File: src/rtl/rdn_pkg.sv
// Shared types and constants for the RDN weight-load memory path.
package rdn_pkg;

    localparam int RDN_WORD_W     = 16;
    localparam int RDN_LINE_WORDS = 32;

    typedef logic [RDN_WORD_W-1:0] rdn_line_t [RDN_LINE_WORDS];

    typedef enum logic [1:0] {
        IDLE  = 2'd0,
        FETCH = 2'd1,
        RESP  = 2'd2,
        HOLD  = 2'd3
    } rdn_mem_state_t;

endpackage

File: src/rtl/rdn_line_fifo.sv
// Line-wide synchronous FIFO with flush; DEPTH must be a power of 2 (>= 2).
module rdn_line_fifo #(
    parameter int WORD_W     = 16,
    parameter int LINE_WORDS = 32,
    parameter int DEPTH      = 4
) (
    input  logic              clk,
    input  logic              rst,
    input  logic              flush,
    input  logic              push,
    input  logic [WORD_W-1:0] push_data [LINE_WORDS],
    input  logic              pop,
    output logic              full,
    output logic              empty,
    output logic [WORD_W-1:0] head_data [LINE_WORDS]
);

    localparam int AW = $clog2(DEPTH);
    localparam logic [AW:0] DEPTH_C = (AW+1)'(DEPTH);

    logic [WORD_W-1:0] mem [DEPTH][LINE_WORDS];
    logic [AW-1:0]     wr_ptr_reg;
    logic [AW-1:0]     rd_ptr_reg;
    logic [AW:0]       count_reg;
    logic              do_push;
    logic              do_pop;

    assign full    = (count_reg == DEPTH_C);
    assign empty   = (count_reg == '0);
    assign do_pop  = pop && !empty;
    // A push into a full FIFO is legal when a pop frees a slot in the same cycle.
    assign do_push = push && (!full || do_pop);

    always_ff @(posedge clk or posedge rst) begin
        if (rst) begin
            wr_ptr_reg <= '0;
            rd_ptr_reg <= '0;
            count_reg  <= '0;
        end else if (flush) begin
            wr_ptr_reg <= '0;
            rd_ptr_reg <= '0;
            count_reg  <= '0;
        end else begin
            if (do_push) wr_ptr_reg <= wr_ptr_reg + 1'b1;
            if (do_pop)  rd_ptr_reg <= rd_ptr_reg + 1'b1;
            if (do_push && !do_pop)      count_reg <= count_reg + 1'b1;
            else if (do_pop && !do_push) count_reg <= count_reg - 1'b1;
        end
    end

    always_ff @(posedge clk) begin
        if (do_push && !flush) begin
            for (int w = 0; w < LINE_WORDS; w++) begin
                mem[wr_ptr_reg][w] <= push_data[w];
            end
        end
    end

    for (genvar gi = 0; gi < LINE_WORDS; gi++) begin : g_head
        assign head_data[gi] = mem[rd_ptr_reg][gi];
    end

endmodule

File: src/rtl/rdn_weight_mem_responder.sv
// Serves buffered weight lines to the RDN loader, one line per request,
// and tracks image progress and protocol violations.
module rdn_weight_mem_responder
    import rdn_pkg::*;
#(
    parameter int WORD_W     = RDN_WORD_W,
    parameter int LINE_WORDS = RDN_LINE_WORDS,
    parameter int FIFO_DEPTH = 4,
    parameter int NUM_LINES  = 64
) (
    input  logic                           clk,
    input  logic                           rst,
    input  logic                           start,
    input  logic                           wr_en,
    input  logic [WORD_W-1:0]              wr_data [LINE_WORDS],
    output logic                           fifo_full,
    input  logic                           req_mem,
    output logic                           mem_ready,
    output logic [WORD_W-1:0]              mem_data [LINE_WORDS],
    output logic [$clog2(NUM_LINES+1)-1:0] lines_served,
    output logic                           done,
    output logic                           overrun,
    output logic                           wr_drop
);

    localparam int LSW = $clog2(NUM_LINES+1);
    localparam logic [LSW-1:0] NUM_LINES_C = LSW'(NUM_LINES);

    rdn_mem_state_t    state_reg, state_next;
    logic              pop;
    logic              set_overrun;
    logic              fifo_empty;
    logic              push;
    logic [WORD_W-1:0] head_data    [LINE_WORDS];
    logic [WORD_W-1:0] mem_data_reg [LINE_WORDS];
    logic [LSW-1:0]    lines_served_reg;
    logic              overrun_reg;
    logic              wr_drop_reg;

    // start discards any host write in the same cycle.
    assign push = wr_en && !start;

    rdn_line_fifo #(
        .WORD_W     (WORD_W),
        .LINE_WORDS (LINE_WORDS),
        .DEPTH      (FIFO_DEPTH)
    ) u_fifo (
        .clk       (clk),
        .rst       (rst),
        .flush     (start),
        .push      (push),
        .push_data (wr_data),
        .pop       (pop),
        .full      (fifo_full),
        .empty     (fifo_empty),
        .head_data (head_data)
    );

    always_ff @(posedge clk or posedge rst) begin
        if (rst) state_reg <= IDLE;
        else     state_reg <= state_next;
    end

    always_comb begin
        state_next  = state_reg;
        pop         = 1'b0;
        set_overrun = 1'b0;
        case (state_reg)
            IDLE: begin
                if (req_mem) begin
                    if (done) begin
                        set_overrun = 1'b1;
                        state_next  = HOLD;
                    end else if (!fifo_empty) begin
                        pop        = 1'b1;
                        state_next = RESP;
                    end else begin
                        state_next = FETCH;
                    end
                end
            end
            // A request dropped here is still honoured once data arrives.
            FETCH: begin
                if (!fifo_empty) begin
                    pop        = 1'b1;
                    state_next = RESP;
                end
            end
            RESP:    state_next = HOLD;
            HOLD:    if (!req_mem) state_next = IDLE;
            default: state_next = IDLE;
        endcase
        if (start) begin
            state_next  = IDLE;
            pop         = 1'b0;
            set_overrun = 1'b0;
        end
    end

    always_ff @(posedge clk or posedge rst) begin
        if (rst) begin
            lines_served_reg <= '0;
            overrun_reg      <= 1'b0;
            wr_drop_reg      <= 1'b0;
        end else if (start) begin
            lines_served_reg <= '0;
            overrun_reg      <= 1'b0;
            wr_drop_reg      <= 1'b0;
        end else begin
            if (state_reg == RESP && lines_served_reg != NUM_LINES_C)
                lines_served_reg <= lines_served_reg + 1'b1;
            if (set_overrun)
                overrun_reg <= 1'b1;
            if (wr_en && fifo_full && !pop)
                wr_drop_reg <= 1'b1;
        end
    end

    // Response line register: only a pop changes it, start leaves it alone.
    always_ff @(posedge clk or posedge rst) begin
        if (rst) begin
            for (int w = 0; w < LINE_WORDS; w++) mem_data_reg[w] <= '0;
        end else if (pop) begin
            for (int w = 0; w < LINE_WORDS; w++) mem_data_reg[w] <= head_data[w];
        end
    end

    for (genvar gi = 0; gi < LINE_WORDS; gi++) begin : g_out
        assign mem_data[gi] = mem_data_reg[gi];
    end

    assign mem_ready    = (state_reg == RESP);
    assign lines_served = lines_served_reg;
    assign done         = (lines_served_reg == NUM_LINES_C);
    assign overrun      = overrun_reg;
    assign wr_drop      = wr_drop_reg;

endmodule

File: config.mk
export PLATFORM = sky130hd
export DESIGN_NAME = rdn_weight_mem_responder
export DESIGN_NICKNAME = d
export VERILOG_FILES = /design/src/rtl/rdn_pkg.sv /design/src/rtl/rdn_line_fifo.sv /design/src/rtl/rdn_weight_mem_responder.sv
export SDC_FILE = /design/constraint.sdc
export NUM_CORES = 2
export LEC_CHECK = 0
export BUFFER_PORTS_ARGS = -buffer_cell sky130_fd_sc_hd__buf_2
export CORE_ASPECT_RATIO = 0.5
export CORE_MARGIN = 3
export CORE_UTILIZATION = 59
export CTS_CLUSTER_DIAMETER = 80
export DETAILED_ROUTE_END_ITERATION = 12
export PLACE_DENSITY = 0.8
export SLEW_MARGIN = 15
export SYNTH_ARGS = -nofsm -noshare
export SYNTH_HDL_FRONTEND = slang
export SYNTH_SLANG_ARGS = --single-unit
File: constraint.sdc
create_clock -name clk -period 34.9 [get_ports clk]
set_input_delay 6.98 -clock clk [delete_from_list [all_inputs] [get_ports clk]]
set_output_delay 6.98 -clock clk [all_outputs]
set_load 0.05 [all_outputs]
==> impl_metrics.env <==
export IMPL_critical_path_arrival_ps=12340
export IMPL_hold_class="register to register"
export IMPL_root_buffer="clkbuf_16"
export IMPL_via_per_inst=6.02
export IMPL_critPathKind="input port to register"
export IMPL_finalPower_mw=9.42
export IMPL_tightest_slew_ps=1230
export IMPL_synth_edf_count=2048
export IMPL_largest_reg_flops=2048
export IMPL_drc=0
export IMPL_cts_hold_buf=0
export IMPL_vdd_drop_max_mv=0.0720
export IMPL_maxCapViolations=0
export IMPL_p_clk_share_pct=25.8
export IMPL_required_ps=35570
export IMPL_syn2layout_area_growth_pct=14.9
export IMPL_drv_slew=0
export IMPL_gp_congestion=0.822
export IMPL_switchingPower_mw=3.26
export IMPL_final_cell_mix="edfxtp_1, buf_2, dfrtp_1"
export IMPL_totalWireLength_mm=224
export IMPL_netlist_instances=3887
export IMPL_grt_max_degree=131
export IMPL_max_slew_margin_pct=17.7
export IMPL_dieArea_sq_um=168000
export IMPL_fin_util_pct=68.4
export IMPL_synth_ff_type="edfxtp_1"
export IMPL_p_sw_share_pct=34.6
export IMPL_cts_buffer_depth=4
export IMPL_post_cts_repair_setup_buffers=0
export IMPL_numPortBuffers=1040
export IMPL_dieHeight_um=291
export IMPL_combPwrFrac_pct=31.3
export IMPL_die_width_um=577
export IMPL_drive_above_1_share_pct=47.1
export IMPL_p_seq_share_pct=42.9
export IMPL_grt_pass1_wl_mm=325
export IMPL_syn_avg_cell_area_sq_um=24.7
export IMPL_clock_sinks=2578
export IMPL_place_hpwl_mm=138
export IMPL_vias=45200
export IMPL_core_area_sq_um=161000
export IMPL_antenna_left=0
export IMPL_synth_async_sr_flop_share_pct=20.6
export IMPL_startpoint_type="input port"
export IMPL_htreeDepth=4
export IMPL_fin_nets=5562
export IMPL_grt_total_usage_pct=26.5
export IMPL_setup_viol=0
export IMPL_synth_cell_types=45
export IMPL_fin_crit_ps=11670
export IMPL_synth_fp_nets=4416
export IMPL_io_pins=1041
export IMPL_powerDensity_nw_per_um2=85.3
export IMPL_drtPass1Iterations=5
export IMPL_status="completed"
export IMPL_final_common_cell="edfxtp_1"
export IMPL_fmax_mhz=85.7
export IMPL_rsz0062_at_grt="false"
export IMPL_syn_area_sq_um=96100
export IMPL_antenna_found_initial=155
export IMPL_hold_viol_final=0
export IMPL_ys_ff_latch=2578
export IMPL_cts_made_buffers=214
export IMPL_cts_tree="built"
export IMPL_setup_tns_ps=0
export IMPL_post_cts_resized=0
export IMPL_cp_end_kind="register"
export IMPL_clk_insertion_delay_late_ps=860
export IMPL_grt_pass1_vias=47300
export IMPL_grt_ovfl_total=0
export IMPL_seq_area_frac_synth_pct=77.8
export IMPL_p_int_mw=6.16
export IMPL_wl_per_cell_um=29.9
export IMPL_critPathMaxFanout=56
export IMPL_synth_warnings=0
export IMPL_finalCritPeriodShare_pct=33.4
export IMPL_leakage_nw=39.3
export IMPL_initial_core_util_pct=59.6
export IMPL_clk_pin_slew_ps=70
export IMPL_skew_ps=73.8
export IMPL_rows=104
export IMPL_drt_iter0_drc=3988
## Yosys cell counts (2+ instances only)
library cell | number | area share, %
edfxtp_1 | 2048 | 64
dfrtp_1 | 530 | 14
mux4_2 | 512 | 12
mux2_4 | 470 | 7.3
clkbuf_1 | 66 | 0.26
buf_2 | 53 | 0.28
buf_12 | 44 | 0.92
mux2_2 | 42 | 0.49
nor2_1 | 16 | 0.062
inv_1 | 14 | 0.055
nand2_1 | 12 | 0.047
ha_1 | 11 | 0.14
a21oi_1 | 9 | 0.047
buf_8 | 8 | 0.12
and2_1 | 4 | 0.026
nand4_1 | 4 | 0.026
o21ai_0 | 4 | 0.021
xor2_1 | 4 | 0.036
xnor2_1 | 3 | 0.027
a211oi_1 | 2 | 0.016
a31oi_1 | 2 | 0.013
nand3_1 | 2 | 0.010
nor2b_1 | 2 | 0.013
nor3_1 | 2 | 0.010
o31ai_1 | 2 | 0.016
or3_1 | 2 | 0.013
## critical path, cell delays in order
cell	delay (ps)
buf_2	140
a21oi_1	110
a211o_1	430
nor2_8	760
buf_4	650
buf_4	730
buf_4	880
buf_4	970
mux2_4	360
## routing by layer
layer / up-vias / wire, um / track usage [%]
li1: 18400 / - / -
met1: 24100 / 77800 / 31.4
met2: 1868 / 117000 / 44.3
met3: 707 / 10400 / 3.95
met4: 14 / 18900 / 20.6
met5: - / 105 / 0
## cell type report
type | count | area (sq um)
sequential | 2578 | 74800
fill | 9774 | 50900
multi-input combinational | 1121 | 19800
clock buffer | 304 | 5990
timing repair buffer | 1104 | 5770
tap | 2173 | 2720
clock inverter | 88 | 1030
antenna | 124 | 310
inverter | 14 | 60.1
## metrics by stage
stage / instances / instance area, sq um / hold WS [ps] / setup slack, ps
detailed placement: 6990 / 103000 / 486 / 22500
finish: 7506 / 110000 / 505 / 23230
global placement: 6990 / 103000 / 485 / 22570
CTS: 7382 / 110000 / 506 / 23300
floorplan: 3887 / 96100 / 538 / 13110
global route: 7490 / 110000 / 521 / 23100
## path summary, 6_finish.rpt
kind / start / endpoint / slack (ps) / cells after the start
max: req_mem / mem_data[404] / 23230 / 9
max in group asynchronous: rst / mem_data[385] / 25310 / 5
min in group asynchronous: rst / mem_data[482] / 6220 / 2
max reg2reg: state_reg[1] / mem_data[404] / 28670 / 10
min: mem_data[468] / mem_data[468] / 500 / 1
min reg2reg: mem_data[468] / mem_data[468] / 500 / 1
## cells by family (layout without fill, tap and decap cells)
group,count (synthesis),after routing,synth area share [%]
compound gates,29,29,0.207
buf+inv,188,1510,1.65
simple gates,49,49,0.281
xor+xnor,7,7,0.0638
flops,2578,2578,77.8
mux,1024,1024,19.8
fa+ha+maj,12,12,0.164
other cells,0,124,0
## power groups by stage
stage	sequential [mW]	combinational, mW	clock (mW)
finish	4.04	2.95	2.43
global route	4.08	3.04	2.59
CTS	4.04	2.97	2.46
detailed placement	4.08	2.96	0
global placement	4.07	2.90	0
floorplan	5.17	1.18	0
Power figures use the tool's default switching activity.
